$ cat src/rtl/arrow_scancode_tx.sv
// Arrow-key scancode transmitter.
// Watches the four arrow-key levels and emits PS/2 set-2 make (E0,code) or
// break (E0,F0,code) byte streams on a valid/ready byte interface, one key
// event at a time. The byte output is named byte_o because "byte" is a
// reserved word in SystemVerilog.
module arrow_scancode_tx #(
  parameter int GAP = 0
) (
  input  logic       clk,
  input  logic       areset,
  input  logic       left,
  input  logic       down,
  input  logic       right,
  input  logic       up,
  input  logic       ready,
  output logic [7:0] byte_o,
  output logic       valid,
  output logic       busy
);

  typedef enum logic [1:0] {
    IDLE   = 2'd0,
    PREFIX = 2'd1,
    BREAK  = 2'd2,
    CODE   = 2'd3
  } state_t;

  localparam logic [7:0] PREFIX_BYTE = 8'hE0;
  localparam logic [7:0] BREAK_BYTE  = 8'hF0;
  localparam logic [7:0] GAP_RELOAD  = 8'(GAP);

  state_t     state_q, state_d;
  logic [3:0] key_q;
  logic [3:0] reported_q, reported_d;
  logic [7:0] gap_q, gap_d;
  logic [1:0] sel_q, sel_d;
  logic       dir_q, dir_d;

  logic [3:0] pending;
  logic [1:0] pick;
  logic [7:0] sel_code;

  // Bit order {left,down,right,up}: bit 3 is the highest-priority key.
  assign pending = key_q ^ reported_q;

  // Pick the highest-priority key whose level differs from what was last sent.
  always_comb begin
    pick = 2'd0;
    if (pending[3]) begin
      pick = 2'd3;
    end else if (pending[2]) begin
      pick = 2'd2;
    end else if (pending[1]) begin
      pick = 2'd1;
    end else begin
      pick = 2'd0;
    end
  end

  // Scancode of the key frozen for the sequence in flight.
  always_comb begin
    case (sel_q)
      2'd3:    sel_code = 8'h6B;
      2'd2:    sel_code = 8'h72;
      2'd1:    sel_code = 8'h74;
      default: sel_code = 8'h75;
    endcase
  end

  // Sample the key levels every edge; reset treats every key as released.
  always_ff @(posedge clk or posedge areset) begin
    if (areset) begin
      key_q <= 4'b0000;
    end else begin
      key_q <= {left, down, right, up};
    end
  end

  // State, reported-key mirror, gap counter and the frozen key/direction.
  always_ff @(posedge clk or posedge areset) begin
    if (areset) begin
      state_q    <= IDLE;
      reported_q <= 4'b0000;
      gap_q      <= 8'd0;
      sel_q      <= 2'd0;
      dir_q      <= 1'b0;
    end else begin
      state_q    <= state_d;
      reported_q <= reported_d;
      gap_q      <= gap_d;
      sel_q      <= sel_d;
      dir_q      <= dir_d;
    end
  end

  // Next-state and output logic; byte/valid depend only on state so they stay
  // stable while the downstream stalls.
  always_comb begin
    state_d    = state_q;
    reported_d = reported_q;
    gap_d      = gap_q;
    sel_d      = sel_q;
    dir_d      = dir_q;
    valid      = 1'b0;
    byte_o     = 8'h00;

    case (state_q)
      IDLE: begin
        if (gap_q != 8'd0) begin
          gap_d = gap_q - 8'd1;
        end else if (pending != 4'b0000) begin
          sel_d   = pick;
          dir_d   = key_q[pick];
          state_d = PREFIX;
        end
      end
      PREFIX: begin
        valid  = 1'b1;
        byte_o = PREFIX_BYTE;
        if (ready) begin
          state_d = dir_q ? CODE : BREAK;
        end
      end
      BREAK: begin
        valid  = 1'b1;
        byte_o = BREAK_BYTE;
        if (ready) begin
          state_d = CODE;
        end
      end
      CODE: begin
        valid  = 1'b1;
        byte_o = sel_code;
        if (ready) begin
          reported_d[sel_q] = dir_q;
          gap_d             = GAP_RELOAD;
          state_d           = IDLE;
        end
      end
      default: begin
        state_d = IDLE;
      end
    endcase
  end

  assign busy = (state_q != IDLE);

endmodule
$ cat config.mk
export PLATFORM = sky130hd
export DESIGN_NAME = arrow_scancode_tx
export DESIGN_NICKNAME = d
export VERILOG_FILES = /design/src/rtl/arrow_scancode_tx.sv
export SDC_FILE = /design/constraint.sdc
export NUM_CORES = 1
export LEC_CHECK = 0
export CORE_ASPECT_RATIO = 1.5
export CORE_MARGIN = 5
export CORE_UTILIZATION = 50
export DETAILED_ROUTE_END_ITERATION = 8
export GPL_TIMING_DRIVEN = 0
export PLACE_DENSITY = 0.73
export SLEW_MARGIN = 30
export SYNTH_ARGS = -nofsm -noshare
export SYNTH_HDL_FRONTEND = slang
export SYNTH_SLANG_ARGS = --single-unit
export TNS_END_PERCENT = 20
$ cat constraint.sdc
create_clock -name clk -period 4.13 [get_ports clk]
set_clock_uncertainty 0.15 [all_clocks]
set_input_delay 0.413 -clock clk [delete_from_list [all_inputs] [get_ports clk]]
set_output_delay 0.413 -clock clk [all_outputs]
set_load 0.1 [all_outputs]
; ---- Word-level counts from Yosys, hierarchy flattened
; Cells that the tools add are included.
; W data, S select, Z words.
[classes]
n_eq_ne = 12
div_mod_pow = 0
add_sub_neg = 1
mul = 0
bitwise_logic = 2
n_lt_le_gt_ge = 3
n_shift = 0
reduce_logical = 11
n_mux = 21
[op_table]
columns = op, count
row1 = $pmux W8 S3, 1
row2 = $mux W8, 2
row3 = $pmux W8 S2, 1
row4 = $pmux W5 S3, 1
row5 = $mux W2, 7
row6 = $ne A2 B2 Y1 const B, 6
row7 = $eq A2 B2 Y1 const B, 4
row8 = $pmux W2 S4, 1
row9 = $reduce_bool A8 Y1, 1
row10 = $sub A8 B1 Y8 const B, 1
row11 = $lt A2 B3 Y1 const B, 2
row12 = $reduce_and A3 Y1, 2
row13 = $mux W1, 5
row14 = $reduce_and A5 Y1, 1
row15 = $bwmux W4, 1
row16 = $eq A2 B1 Y1 const B, 2
row17 = $reduce_bool A2 Y1, 2
row18 = $reduce_bool A4 Y1, 1
row19 = $xor A4 B4 Y4, 1
row20 = $reduce_or A3 Y1, 1
row21 = $bmux W1 S2, 1
row22 = $demux W1 S2, 1
row23 = $ge A2 B1 Y1 const B, 1
row24 = $logic_not A2 Y1, 1
row25 = other kinds (3), 3
[word_totals]
latch_bits = 0
out_inout_bits = 10
memories = 0
romBits = 0
ramBits = 0
regBits = 21
in_bits = 7

; ---- Depth between registers and ports, before layout
; Gate-level depths: netlist of the first run.
[depth]
word_depth = 6
depth_mapped = 6
mapped_depth_nobuf = 6

; ---- Worst setup path after synthesis of the first run
; No wires, ideal clock.
[synth_timing]
path_kind = reg-to-output
startpoint = reg state_q[0]
endpoint = out byte_o[1]
arrival_time_ps = 3775
slack_ps = -208
path_stages_with_launch = 6
required_time_ps = 3567
path_buffers = 0
cell_sequence = dfrtp_1 -> inv_1 -> ha_1 -> inv_1 -> nand2_1 -> nor3_1
[synth_between]
elab_chain_len = 2
word_cells_on_any_way = 4
[synth_lines]
columns = element, line_no
row1 = start: declaration, 32  ; state_t state_q, state_d;
row2 = start signal: assignment, 88  ; state_q <= state_d;
row3 = $eq A2 B2 Y1 or $eq A2 B1 Y1 (tied branches), 107  ; case (state_q)
row4 = $pmux W8 S3 *, 107
row5 = end: declaration, 16  ; output logic [7:0] byte_o,
; Every way passes the cells marked *; elsewhere a longest branch is shown, timed or not.

; ---- Worst setup path in the final report of the first run
[layout_timing]
startpoint = reg state_q[1]
endpoint = out byte_o[1]
; The elaborated chain is that of the path after synthesis.

==> summary.txt, run 1 <==
status: finished, final reports clean
R2R cell count: 6
sequential area share after synthesis: 40.5%
slowest CP cell: clkdlybuf4s50_1
wire length per cell: 15.5 µm
router iterations before antenna repair: 4
clock-pin transition on the worst setup and hold timing paths: 0.11 ns
synthesized cell area: 1300 µm²
Worst-Skew Late Latency: 0.31 ns
die footprint: 3740 µm²
Worst EP arrival: 2.91 ns
P&R area growth vs syn: 17.1%
net count reported at finish: 172
crit end category: output pin
post-synthesis cell count: 133
Initial Utilization: 52.4%
post-DP HPWL: 2160 µm
worst-path cell chain: inv_1, ha_1, inv_1, nand2_1, nor3_2, clkdlybuf4s50_1
number of global-route vias before repair: 1133
Fin. Hold Viols: 0
global-route wire length before repair: 4730 µm
CTS Buffer Depth: 2
layout cell share with drive strength beyond 1: 11.1%
CTS tree: yes
setup_tns: 0 ns
Post-synth EDFFs: 0
initial antenna violation count: 0
Hold EP: gap_q[0]
antenna viol nets, final: 0
initial DRC count: 29
cell taking the most area after synthesis: dfrtp_1
hold_sp: gap_q[0]
Tmin final: 3.47 ns
chip height: 72.4 µm
async set-reset flop share out of synthesis: 100%
largest net degree at the start of global routing: 22
Final Cycle Share: 84.1%
CP Max Fanout: 10
Top-Level Pins: 17
Yosys top cell area share: 40.5%
fin. max-slew vios: 0
Post-Syn Nets: 151
RSZ-0062 raised after global routing: false
most frequent CP cell: inv_1
main flop type after synthesis: dfrtp_1
Post-CTS Setup Bufs: 0
WL final: 2740 µm
Hold Buf Count CTS: 0
Synth cell types: 37
Area contributors post-synth: dfrtp_1 40%, ha_1 11%, mux2_2 4.3%
Slew HR: 33.9%
Crit Path Class: reg -> out
Tot GR Track Use: 16.6%
capture point of the worst reg-to-reg path: sel_q[0]
Final Wtd Congestion: 0.829
Startpoint Class: register
Post-CTS Resized: 0
IO buf count: 16
Placed Area: 1490 µm²
flip-flop and latch count after synthesis: 21
via count: 1064
CTS Sinks: 21
TritonCTS Buffers: 3
most frequent cells in the layout: 21 x dfrtp_1, 16 x clkdlybuf4s50_1, 11 x nand2_1, 11 x ha_1
number of diodes: 0
hold depth: 2
yosys warns: 0
Reg2Reg Launch Point: state_q[0]
Die X: 51.6 µm
Worst path max stage delay: 1.16 ns
vias per cell: 6.01
Cell Rows: 22
CP required: 3.57 ns
Worst Max-Slew Pin Slew: 0.989 ns
grt ovf: 0
Buffers & Inverters on Critical Path: 3
post-layout util: 61.4%
Syn Area/Cell: 9.77 µm²
Finished Cell Area: 1520 µm²
crit-path leading delay family: buffers and inverters
Root Buffer: clkbuf_4
hold crit path type: reg -> reg
max-cap viol count: 0
H-tree Lvls: 1
DRC viols: 0
leading cell type in the layout, fill and taps excluded: dfrtp_1
Final Setup Violations: 0
max frequency: 288 MHz
reg2reg setup slack: 1.69 ns
Core Area: 2480 µm²
[through the flow]
stage | setup slack [ns] | std cells | hold slack (ns)
floorplan | 0.568 | 133 | 0.240
global placement | 1.07 | 173 | 0.312
detailed placement | 1.02 | 173 | 0.321
CTS | 0.648 | 177 | 0.348
global route | 0.469 | 177 | 0.367
finish | 0.655 | 177 | 0.342
[Yosys cell counts (2+ instances only)]
library cell	instances
nor3_1	4
xor2_1	5
mux2_2	5
o21a_1	2
or4b_1	2
nand2_1	11
or4_1	4
nor2_1	10
o31ai_1	5
o22ai_1	2
o211ai_1	2
or3_1	3
buf_4	4
o21ai_0	5
nand2b_1	4
a21oi_1	5
inv_1	10
dfrtp_1	21
ha_1	11
[cells by family after synthesis]
kind of cell | Yosys count | share of synthesized area [%]
xor+xnor | 5 | 3.37
buf+inv | 15 | 5.59
mux | 6 | 5.11
compound gates | 30 | 16.4
simple gates | 45 | 18.5
fa+ha+maj | 11 | 10.6
flops | 21 | 40.5
[how the worst max path moves through the flow]
stage / startpoint / to / depth (start not counted)
4_1_cts: state_q[0] / byte_o[1] / 6
3_3_place_gp: state_q[1] / byte_o[1] / 6
2_1_floorplan: state_q[0] / byte_o[2] / 5
6_report: state_q[1] / byte_o[1] / 6
3_5_place_dp: state_q[0] / byte_o[1] / 6
5_1_grt: state_q[0] / byte_o[1] / 6
[cell type report]
type / count / area, µm²
clock inverters: 1 / 5.00
plain buffers: 5 / 35.0
well taps: 24 / 30.0
flip-flops and latches: 21 / 526
clock buffers: 3 / 22.5
repair buffers: 16 / 160
multi-input cells: 97 / 706
inverters: 10 / 37.5
fillers: 231 / 956
[worst register-to-register path, stage by stage (launching register included)]
cell and delay (ns):
dfrtp_1 0.44, inv_1 0.15, ha_1 0.30, or4b_1 0.44
or4_1 0.46, nor2_1 0.22, mux2i_1 0.21
[flip-flops by register name, summed over array words and instances (netlist names)]
name / flops
gap_q: 8
state_q: 2
sel_q: 2
key_q: 4
reported_q: 4
dir_q: 1
[routing by layer]
layer | share of wire (%) | vias up | wire length [µm] | GRT usage (%)
li1 | - | 516 | - | -
met1 | 39 | 527 | 1070 | 16.9
met2 | 56 | 16 | 1550 | 31.6
met3 | 2.9 | 5 | 80 | 3.49
met4 | 1.5 | 0 | 42 | 7.00
met5 | 0 | - | 0 | 0
Power of run 1 is left out: the tool's default activity adds up to more than one toggle a clock period on the data nets, which glitch-free logic cannot reach.
==> inputs of run 2 (changes only) <==
- CORE_UTILIZATION: 50 -> 49
- PLACE_DENSITY: 0.73 -> 0.75
- clock period: 4.13 -> 2.99 ns (I/O delays scaled with it)
==> run 2 against run 1 <==
Effect of this change:
- global-route usage is 0.44 points lower
- die area is 1.7% higher
- first-iteration DRC count is 21% lower
- critical path type unchanged
==> summary.txt, run 2 (synthesis gave the netlist of run 1 again) <==
WL final: 2620 µm
Hold Buf Count CTS: 0
Crit Path Class: reg -> out
CP Max Fanout: 8
router iterations before antenna repair: 4
CTS Sinks: 21
Final Cycle Share: 95.3%
CTS tree: yes
most frequent cells in the layout: 21 x dfrtp_1, 11 x nand2_1, 11 x ha_1, 10 x inv_1
max reg flops: 8
RSZ-0062 raised after global routing: false
Tmin final: 2.85 ns
slowest CP cell: clkdlybuf4s50_1
Reg2Reg Launch Point: state_q[0]
hold crit path type: in -> async
setup ws final: 0.140 ns
Worst EP arrival: 2.40 ns
Worst-Skew Late Latency: 0.26 ns
post-layout util: 59.1%
Tot GR Track Use: 16.2%
net count reported at finish: 172
grt ovf: 0
leading cell type in the layout, fill and taps excluded: dfrtp_1
CTS Buffer Depth: 2
crit end category: output pin
number of diodes: 0
global-route wire length before repair: 4650 µm
Critical Path Start: state_q[1]
vias per cell: 5.52
initial antenna violation count: 0
via count: 1049
Post-Place Worst Slack: -0.0616 ns
layout cell share with drive strength beyond 1: 16.3%
DRC viols: 0
Top-Level Pins: 17
Top Registers: gap_q (8), key_q (4), reported_q (4)
initial DRC count: 23
H-tree Lvls: 1
max-cap viol count: 0
Initial Utilization: 49.6%
largest net degree at the start of global routing: 22
Placed Area: 1520 µm²
Die X: 52.0 µm
clock-pin transition on the worst setup and hold timing paths: 0.07 ns
Cell Rows: 23
Final Wtd Congestion: 0.896
fin. max-slew vios: 0
P&R area growth vs syn: 19.3%
antenna viol nets, final: 0
CP required: 2.54 ns
Startpoint Class: register
Core Area: 2620 µm²
Finished Cell Area: 1550 µm²
wire length per cell: 13.8 µm
Worst Max-Slew Pin Slew: 0.968 ns
number of global-route vias before repair: 1050
chip height: 73.1 µm
worst-path cell chain: ha_1, nand2_1, o22ai_1, clkdlybuf4s50_1
status: finished, final reports clean
die footprint: 3800 µm²
post-DP HPWL: 2050 µm
Root Buffer: clkbuf_8
crit-path leading delay family: buffers and inverters
IO buf count: 16
Slew HR: 35.2%
setup_tns: 0 ns
Top reg by flops: gap_q
Final Setup Violations: 0
Fin. Hold Viols: 0
Worst path max stage delay: 1.15 ns
Buffers & Inverters on Critical Path: 1
max frequency: 351 MHz
TritonCTS Buffers: 3
## run 2: cell count changes in the layout (fill, tap and decap cells not counted), sizes merged
cell	change
clkdlybuf4s15	+1
clkbuf	+2
clkdlybuf4s50	-8
buf	+3
dlygate4sd2	+2
## run 2: what timing repair did
| item | CTS | global route |
|---|---|---|
| gates resized for setup | 10 | 4 |
| buffers inserted | 0 | 0 |
| pin swaps | 0 | 0 |
| endpoints found under the setup margin | 8 | 2 |
## run 2: stage by stage
step	cells	hold slack (ns)
6_report	190	0.316
5_1_grt	190	0.309
4_1_cts	190	0.319
3_5_place_dp	186	0.343
3_3_place_gp	186	0.314
2_1_floorplan	133	0.126
## run 2: path summary, 6_finish.rpt
kind                        endpoint  slack [ns]  cells past startpoint
max reg2reg                 sel_q[0]        0.57                      6
max                        byte_o[4]        0.14                      4
min                         key_q[1]        0.32                      2
max in group asynchronous   sel_q[1]        1.90                      2
min reg2reg                 gap_q[0]        0.35                      2
min in group clk            key_q[3]        0.32                      1
## run 2: layout make-up
cell class,count,area [µm²]
fillers,228,1070
multi-input cells,97,717
clock inverters,1,5.00
inverters,10,37.5
well taps,37,46.3
flip-flops and latches,21,526
plain buffers,5,35.0
repair buffers,16,141
clock buffers,3,41.3
## run 2: worst reg2reg max path, cell delays in order, from the launching register on
cell and delay [ns]:
dfrtp_1 0.43, inv_1 0.14, ha_1 0.29, or4b_1 0.44
or4_1 0.46, nor2_1 0.21, mux2i_1 0.22
## run 2: layer usage
metal | vias up | part of all wire, % | routed length [µm] | global-route usage, %
li1 | 520 | - | - | -
met1 | 498 | 40 | 1050 | 18.4
met2 | 21 | 54 | 1410 | 28.1
met3 | 10 | 2.9 | 77 | 3.07
met4 | 0 | 3.2 | 85 | 8.16
met5 | - | 0 | 0 | 0
Power of run 2 is left out for the same reason.
==> inputs of run 3 (changes only) <==
- TNS_END_PERCENT: 20 -> 10
==> results of run 3 <==
The final DEF is identical to that of run 2; final timing and power are the same.
Power of run 3 is left out for the same reason.
